### src/rtl/mem_access_ctrl_pkg.sv
// arc_mem_pkg: shared types and constants for the ARC memory access controller
package arc_mem_pkg;
   typedef enum logic [2:0] {IDLE, READ, RWAIT, WRITE, ERR} state_t;
   localparam int ARC_WORD_W = 32;
   localparam logic [1:0] ARC_ALIGN_MASK = 2'b11;
endpackage

### src/rtl/mem_access_ctrl_if.sv
// mem_access_ctrl_if: cpu-side request/ack handshake plus main_memory strobes
interface mem_access_ctrl_if
   import arc_mem_pkg::*;
#(
   parameter int AW = 32,
   parameter int DW = ARC_WORD_W
);
   logic          cpu_req;
   logic          cpu_we;
   logic [AW-1:0] cpu_addr;
   logic [DW-1:0] cpu_wdata;
   logic          cpu_ready;
   logic          cpu_ack;
   logic [DW-1:0] cpu_rdata;
   logic          cpu_err;
   logic [AW-1:0] mem_addr;
   logic [DW-1:0] mem_wdata;
   logic          mem_rd;
   logic          mem_wr;
   logic [DW-1:0] mem_rdata;
   modport master (
      output cpu_req, cpu_we, cpu_addr, cpu_wdata, mem_rdata,
      input  cpu_ready, cpu_ack, cpu_rdata, cpu_err, mem_addr, mem_wdata, mem_rd, mem_wr
   );
   modport slave (
      input  cpu_req, cpu_we, cpu_addr, cpu_wdata, mem_rdata,
      output cpu_ready, cpu_ack, cpu_rdata, cpu_err, mem_addr, mem_wdata, mem_rd, mem_wr
   );
endinterface

### src/rtl/mem_access_ctrl.sv
// mem_access_ctrl: single-word read/write sequencer for main_memory; MEM_ALIGN_CHECK_EN enables misaligned-access rejection
module mem_access_ctrl
   import arc_mem_pkg::*;
#(
   parameter int RD_LATENCY = 1,
   parameter int AW = 32,
   parameter int DW = ARC_WORD_W
) (
   input logic             clk,
   input logic             rst,
   mem_access_ctrl_if.slave bus
);
   localparam int CW = $clog2(RD_LATENCY + 1);
`ifdef MEM_ALIGN_CHECK_EN
   localparam bit ALIGN_EN = 1'b1;
`else
   localparam bit ALIGN_EN = 1'b0;
`endif
   state_t        state, state_n;
   logic [CW-1:0] cnt, cnt_n;
   logic          ack_n, err_n, rd_n, wr_n, accept, misaligned;
   logic [AW-1:0] addr_n;
   logic [DW-1:0] wdata_n, rdata_n;
   assign bus.cpu_ready = state == IDLE;
   assign accept = bus.cpu_req && bus.cpu_ready;
   assign misaligned = ALIGN_EN && (bus.cpu_addr[1:0] & ARC_ALIGN_MASK) != 2'b00;
   // next state and next values of every registered output
   always_comb begin
      state_n = state;
      cnt_n = cnt;
      ack_n = 1'b0;
      err_n = 1'b0;
      rd_n = 1'b0;
      wr_n = 1'b0;
      addr_n = bus.mem_addr;
      wdata_n = bus.mem_wdata;
      rdata_n = bus.cpu_rdata;
      case (state)
         IDLE: if (accept) begin
            state_n = misaligned ? ERR : bus.cpu_we ? WRITE : READ;
            rd_n = !misaligned && !bus.cpu_we;
            wr_n = !misaligned && bus.cpu_we;
            addr_n = misaligned ? bus.mem_addr : bus.cpu_addr;
            wdata_n = (!misaligned && bus.cpu_we) ? bus.cpu_wdata : bus.mem_wdata;
         end
         READ: begin
            cnt_n = CW'(RD_LATENCY);
            state_n = RWAIT;
         end
         RWAIT: begin
            cnt_n = cnt != '0 ? cnt - CW'(1) : cnt;
            if (cnt == CW'(1)) begin
               rdata_n = bus.mem_rdata;
               ack_n = 1'b1;
               state_n = IDLE;
            end
         end
         WRITE: begin
            ack_n = 1'b1;
            state_n = IDLE;
         end
         ERR: begin
            ack_n = 1'b1;
            err_n = ALIGN_EN;
            state_n = IDLE;
         end
         default: state_n = IDLE;
      endcase
   end
   // state and output registers; reset aborts any access in flight
   always_ff @(posedge clk) begin
      if (rst) begin
         state <= IDLE;
         cnt <= '0;
         bus.cpu_ack <= 1'b0;
         bus.cpu_err <= 1'b0;
         bus.cpu_rdata <= '0;
         bus.mem_addr <= '0;
         bus.mem_wdata <= '0;
         bus.mem_rd <= 1'b0;
         bus.mem_wr <= 1'b0;
      end else begin
         state <= state_n;
         cnt <= cnt_n;
         bus.cpu_ack <= ack_n;
         bus.cpu_err <= err_n;
         bus.cpu_rdata <= rdata_n;
         bus.mem_addr <= addr_n;
         bus.mem_wdata <= wdata_n;
         bus.mem_rd <= rd_n;
         bus.mem_wr <= wr_n;
      end
   end
endmodule

### src/flat_wrapper.sv
// flat-port wrapper written by rule: the top's interface ports become plain ports
module mem_access_ctrl_flat import arc_mem_pkg::*;
#(
   parameter int RD_LATENCY = 1,
   parameter int AW = 32,
   parameter int DW = ARC_WORD_W
)
  (clk, rst, bus_cpu_req, bus_cpu_we, bus_cpu_addr, bus_cpu_wdata, bus_mem_rdata, bus_cpu_ready, bus_cpu_ack, bus_cpu_rdata, bus_cpu_err, bus_mem_addr, bus_mem_wdata, bus_mem_rd, bus_mem_wr);
  mem_access_ctrl_if #(.AW(AW), .DW(DW)) bus_i ();
  input logic clk;
  input logic rst;
  input wire logic [$bits(bus_i.cpu_req)-1:0] bus_cpu_req;
  input wire logic [$bits(bus_i.cpu_we)-1:0] bus_cpu_we;
  input wire logic [$bits(bus_i.cpu_addr)-1:0] bus_cpu_addr;
  input wire logic [$bits(bus_i.cpu_wdata)-1:0] bus_cpu_wdata;
  input wire logic [$bits(bus_i.mem_rdata)-1:0] bus_mem_rdata;
  output wire logic [$bits(bus_i.cpu_ready)-1:0] bus_cpu_ready;
  output wire logic [$bits(bus_i.cpu_ack)-1:0] bus_cpu_ack;
  output wire logic [$bits(bus_i.cpu_rdata)-1:0] bus_cpu_rdata;
  output wire logic [$bits(bus_i.cpu_err)-1:0] bus_cpu_err;
  output wire logic [$bits(bus_i.mem_addr)-1:0] bus_mem_addr;
  output wire logic [$bits(bus_i.mem_wdata)-1:0] bus_mem_wdata;
  output wire logic [$bits(bus_i.mem_rd)-1:0] bus_mem_rd;
  output wire logic [$bits(bus_i.mem_wr)-1:0] bus_mem_wr;
  assign bus_i.cpu_req = bus_cpu_req;
  assign bus_i.cpu_we = bus_cpu_we;
  assign bus_i.cpu_addr = bus_cpu_addr;
  assign bus_i.cpu_wdata = bus_cpu_wdata;
  assign bus_i.mem_rdata = bus_mem_rdata;
  assign bus_cpu_ready = bus_i.cpu_ready;
  assign bus_cpu_ack = bus_i.cpu_ack;
  assign bus_cpu_rdata = bus_i.cpu_rdata;
  assign bus_cpu_err = bus_i.cpu_err;
  assign bus_mem_addr = bus_i.mem_addr;
  assign bus_mem_wdata = bus_i.mem_wdata;
  assign bus_mem_rd = bus_i.mem_rd;
  assign bus_mem_wr = bus_i.mem_wr;
  mem_access_ctrl #(.RD_LATENCY(RD_LATENCY), .AW(AW), .DW(DW)) u_core (.clk(clk), .rst(rst), .bus(bus_i));
endmodule
### config.mk
export PLATFORM = sky130hd
export DESIGN_NAME = mem_access_ctrl_flat
export DESIGN_NICKNAME = d
export VERILOG_FILES = /design/src/rtl/mem_access_ctrl_pkg.sv /design/src/rtl/mem_access_ctrl_if.sv /design/src/rtl/mem_access_ctrl.sv /design/src/flat_wrapper.sv
export SDC_FILE = /design/constraint.sdc
export NUM_CORES = 1
export LEC_CHECK = 0
export CAP_MARGIN = 10
export CORE_UTILIZATION = 35
export DETAILED_ROUTE_END_ITERATION = 16
export PLACE_DENSITY = 0.76
export RECOVER_POWER = 25
export SYNTH_ARGS = -nofsm -noshare
export SYNTH_HDL_FRONTEND = slang
export SYNTH_SLANG_ARGS = --single-unit
### constraint.sdc
create_clock -name clk -period 1.32 [get_ports clk]
set_input_delay 0.396 -clock clk [delete_from_list [all_inputs] [get_ports clk]]
set_output_delay 0.396 -clock clk [all_outputs]
set_load 0.02 [all_outputs]
# Word-level counts from Yosys, hierarchy flattened
# Index checks and enable logic that the tools add are counted.
# classes
add_sub_neg,1
eq_ne,6
n_mux,8
bitwise,2
reduce_logical,10
# ops
cell,n
$pmux 3 s3,1
$eq 3x2->1 const B,2
$mux 3,2
$reduce_and 2->1,3
$pmux 1 s2,2
$eq 3x1->1 const B,1
$eq 3x3->1 const B,1
$logic_not 3->1,1
$reduce_and 3->1,1
$reduce_or 3->1,1
$mux 1,2
$mux 2,1
$ne 2x1->1 const B,1
$ne 2x2->1 const B,1
$not 1->1,2
$reduce_bool 2->1,1
$reduce_or 2->1,1
$logic_and 1x1->1,1
$logic_not 1->1,1
$sub 1x1->1 const B,1
# totals
register_bits,103
in_bits,100
output_inout_bits,101
word_cells,35

# Longest topological paths before layout
# depth
depth_word,4
mapped_depth,7
mapped_depth_nobuf,5

# Least setup slack after synthesis
# OpenSTA, ideal clock, no wires.
# synth_timing
kind,flip-flop to flip-flop
startpoint,reg u_core.state[0]
endpoint,reg u_core.bus.mem_wdata[11]
arrival_ns,1.263
path_slack_ns,-0.076
path_stages_with_launch,8
path_buffers,2
path_cell_list,dfxtp_1 inv_1 ha_1 and3_1 buf_4 buf_6 nand2_1 a21oi_1
# synth_between
elab_chain_len,3
# synth_rtl
element,line,rtl
"start, declared",mem_access_ctrl.sv:19,"state_t state, state_n;"
"start signal, assigned",mem_access_ctrl.sv:83,state <= state_n;
$logic_not 3->1 (*),mem_access_ctrl.sv:24,assign bus.cpu_ready = state == IDLE;
via bus_cpu_ready,flat_wrapper.sv:17,output wire logic [$bits(bus_i.cpu_ready)-1:0] bus_cpu_ready;
$logic_and 1x1->1,mem_access_ctrl.sv:25,assign accept = bus.cpu_req && bus.cpu_ready;
$reduce_and 3->1 (no source line) (*),--,
"end signal, assigned",mem_access_ctrl.sv:89,bus.mem_wdata <= wdata_n;
"end, declared",mem_access_ctrl_if.sv:27,"output cpu_ready, cpu_ack, cpu_rdata, cpu_err, mem_addr, mem_wdata, mem_rd, mem_wr"
# The timed path passes the listed nets; every way through them passes the cells marked *.
# A chain may end at the register's enable or synchronous reset.

# Worst setup path in the final report
# layout_timing
startpoint,reg u_core.state[0]
endpoint,reg u_core.state[0]
# layout_between
elab_chain_len,4
# layout_rtl
element,line
$logic_not 3->1,"mem_access_ctrl.sv:24, mem_access_ctrl.sv:38"
$logic_and 1x1->1,mem_access_ctrl.sv:25
$ne 2x2->1 (no source line),--
$reduce_and 2->1 (no source line),--
# Parallel ways exist; a longest one is shown, timed or not.

==> results.md <==
* Status: finished with violations
* Failing checks: negative setup slack
* Number of vias per cell at 4.80
* Pwr per Cell Area at 1570 nW/um^2
* Port Buf Inserts at 199
* Nets at 761
* Final Skew at between 0.01 and 0.015 ns
* CTS tree: yes
* CP max stage cell: or3b_1
* Synth Cell Area at 3640 sq um
* Critical path startpoint category: flop
* CP Data Arrival Time at ~1.7 ns
* Post-Route WL at approximately 12000 um
* Row count at 36
* WL met1 at 4960 um
* Peak supply drop at 0.885 mV
* Starting Density at between 30 and 40%
* First-pass GRT wire length at 17400 um
* Clk Latency, worst-skew pair at 0.36 ns
* Die span in x at 104 um
* DR iter-0 viols at 129
* Fin area at 6130 sq um
* Simple-Gate Fraction of Synth Area at between 20% and 30%
* Clock Sinks at 102
* CORE AREA at 9910 sq um
* IO Pins at 201
* Die H at 104 um
* Die Footprint at around 11000 sq um
* Yosys warns at 0
* Synthesis-to-finish area growth at 68.5%
* Final Hold Fails at 0
* Inst Count DP at 765
* Setup TNS at -1.33 ns
* Post-Synthesis Cells at 452
* Setup repair after global routing missed its margin: yes
* Mean Syn Cell Area at approximately 8.0 sq um
* Leak pwr at 2.51 nW
* Number of synthesized register bits at 102
* CP Capture Type: flop
* Post-synth EDFFs at 0
* Reg clk slew, reported paths at 0.10 ns
* Routed length per instance at about 15 um
* Hold Buf Count CTS at 0
* RR Startpoint: u_core.state[0]$_SDFFE_PP0P_
* Worst EP required at about 1.6 ns
* Hold Path Class: in2reg
* Overall power at 0.00961 W
* Crit share post-route at 110%
* Max Cap Viol at 0
* Slew Limit Fails at 0
* Largest net degree at the start of global routing at 38
* HPWL Detailed at 7230 um
* CP Class: reg2reg
* Number of diodes at 0
* Vias in the first global route at 3686
* Overall Global Routing Usage at 19.8%
* Pre-antenna DRT Iters at 4
* Ys async rst share at 0%
* Met2 WL at 5890 um
* Net Count, Synth at 557
* Buf/Inv on CP at 2
* CP peak stage delay at about 0.4 ns
* Maximum clock rate at about 690 MHz
* CP cell instances: inv_2 > buf_4 > ha_4 > nor2b_4 > or3b_1 > a21oi_2
* Final setup violation count at 53
* Main combinational cell family by area after synthesis: simple AND/OR/NAND/NOR gates
* Xor/xnor share of the synthesized area at 0%
* CTS root buffer: clkbuf_8
* Placed Area at approximately 5800 sq um
* Post-CTS setup buffers at 0
* Clock Path Buffers at 2
* Routability congestion estimate at 0.742
* Top_reg_cell synth: dfxtp_1
* Grt ovf at 0
* Worst-path maximum fanout at 4
* Met3 Wirelength at 754 um
* Fin cells at between 700 and 800
* Synth cell types at 22
* Largest delay contributor family on the critical path: simple AND/OR/NAND/NOR gates
* Via count at about 3800
* DRT antenna net count at 0
* Setup WS post-layout at -0.135 ns
* Seq/Total Area, Yosys at 56.2%
* Compound-gate portion of the synthesized area at 13.8%
* Critical path startpoint: u_core.state[0]$_SDFFE_PP0P_
* Ratio of cells with drive above 1 in the final layout at 29.3%
* Top Metal Used: met4
* Min Tclk post-route at between 1 and 1.5 ns
* Initial antenna violation count at 0
* Post-route DRC at 0
* Hold_sp: rst
* Multiplexer share of the synthesized area at 0%
* CTS Buf Count at 9
* Hold_ws at 0.447 ns
* Adder-cell share of the synthesized area at approximately 1.7%
* H-tree levels at 3
[cells by family after synthesis]
group / count (synthesis)
compound gates: 100
fa+ha+maj: 5
simple gates: 209
buf+inv: 35
flops: 102
other cells: 1
[sequential cells by signal, indices dropped and copies added (netlist names)]
name / count
u_core.bus.cpu_rdata: 32
u_core.bus.mem_addr: 32
u_core.bus.mem_wdata: 32
u_core.state: 2
u_core.bus.cpu_ack: 1
u_core.bus.mem_rd: 1
u_core.bus.mem_wr: 1
u_core.cnt: 1
[final cells by class]
type | count | area [sq um]
timing repair buffer | 226 | 2100
clock inverter | 5 | 63.8
tap | 133 | 166
fill | 858 | 3780
sequential | 102 | 2050
inverter | 2 | 7.51
multi-input combinational | 315 | 1600
clock buffer | 11 | 141
[placed cells by master (no fill, tap or decap), types with 3 or more instances in the layout]
cell	instances
ha_4	3
inv_6	3
a21oi_2	31
clkbuf_16	10
dfxtp_1	99
a21oi_1	66
nand2_1	192
buf_2	71
clkdlybuf4s50_1	97
buf_4	35
buf_16	3
dfxtp_2	3
buf_12	8
clkbuf_8	10
[metal layers]
| layer | vias up | global-route usage [%] |
|---|---|---|
| li1 | 1858 | - |
| met3 | 24 | 6.39 |
| met1 | 1775 | 22.3 |
| met4 | 0 | 7.96 |
| met2 | 153 | 34.5 |
| met5 | - | 0 |
[synthesized netlist by cell type, types with 3 or more instances]
cell type	instances	area share [%]
clkbuf_1	7	0.72
a21oi_1	97	13
ha_1	5	1.7
nand2_1	194	20
buf_6	6	1.9
buf_1	5	0.52
dfxtp_1	102	56
buf_4	5	1.0
buf_2	10	1.4
nor2_1	3	0.31
[worst paths after layout]
check / end / slack (ns) / depth (start not counted)
max: u_core.state[0]$_SDFFE_PP0P_ / -0.14 / 6
min: u_core.bus.cpu_rdata[10]$_SDFFE_PP0P_ / 0.45 / 3
min reg2reg: u_core.bus.cpu_rdata[17]$_SDFFE_PP0P_ / 0.46 / 2
max reg2reg: u_core.state[0]$_SDFFE_PP0P_ / -0.14 / 6
[worst reg2reg max path: cells and delay by family, from the launching register on]
kind	cells	cell delay, ns
AND/OR/NAND/NOR	2	0.54
flip-flops	1	0.34
buffers and inverters	2	0.20
adder cells (fa/ha/maj)	1	0.17
AO/OA/AOI/OAI	1	0.15
[power breakdown]
| group | leakage (nW) | switching [W] | internal, W |
|---|---|---|---|
| Clock | 0.101 | 0.00108 | 0.000951 |
| Combinational | 1.58 | 0.00200 | 0.00184 |
| Sequential | 0.832 | 0.000220 | 0.00351 |
| Total | 2.51 | 0.00331 | 0.00630 |
[metrics by stage]
stage / utilization [%] / setup WS (ns)
final: 61.8 / -0.135
after global routing: 61.8 / -0.210
after CTS: 57.2 / -0.124
after detailed placement: 58.5 / -0.400
after global placement: 58.5 / -0.279
after floorplan: - / 0.00528
[repair_timing]
| item | 4_1_cts | 5_1_grt |
|---|---|---|
| pin swaps | 2 | 1 |
| cloned | 3 | 10 |
| resized for setup | 427 | 65 |
| endpoints found under the setup margin | 179 | 127 |
Note: power is estimated with default switching activity, not from simulation.
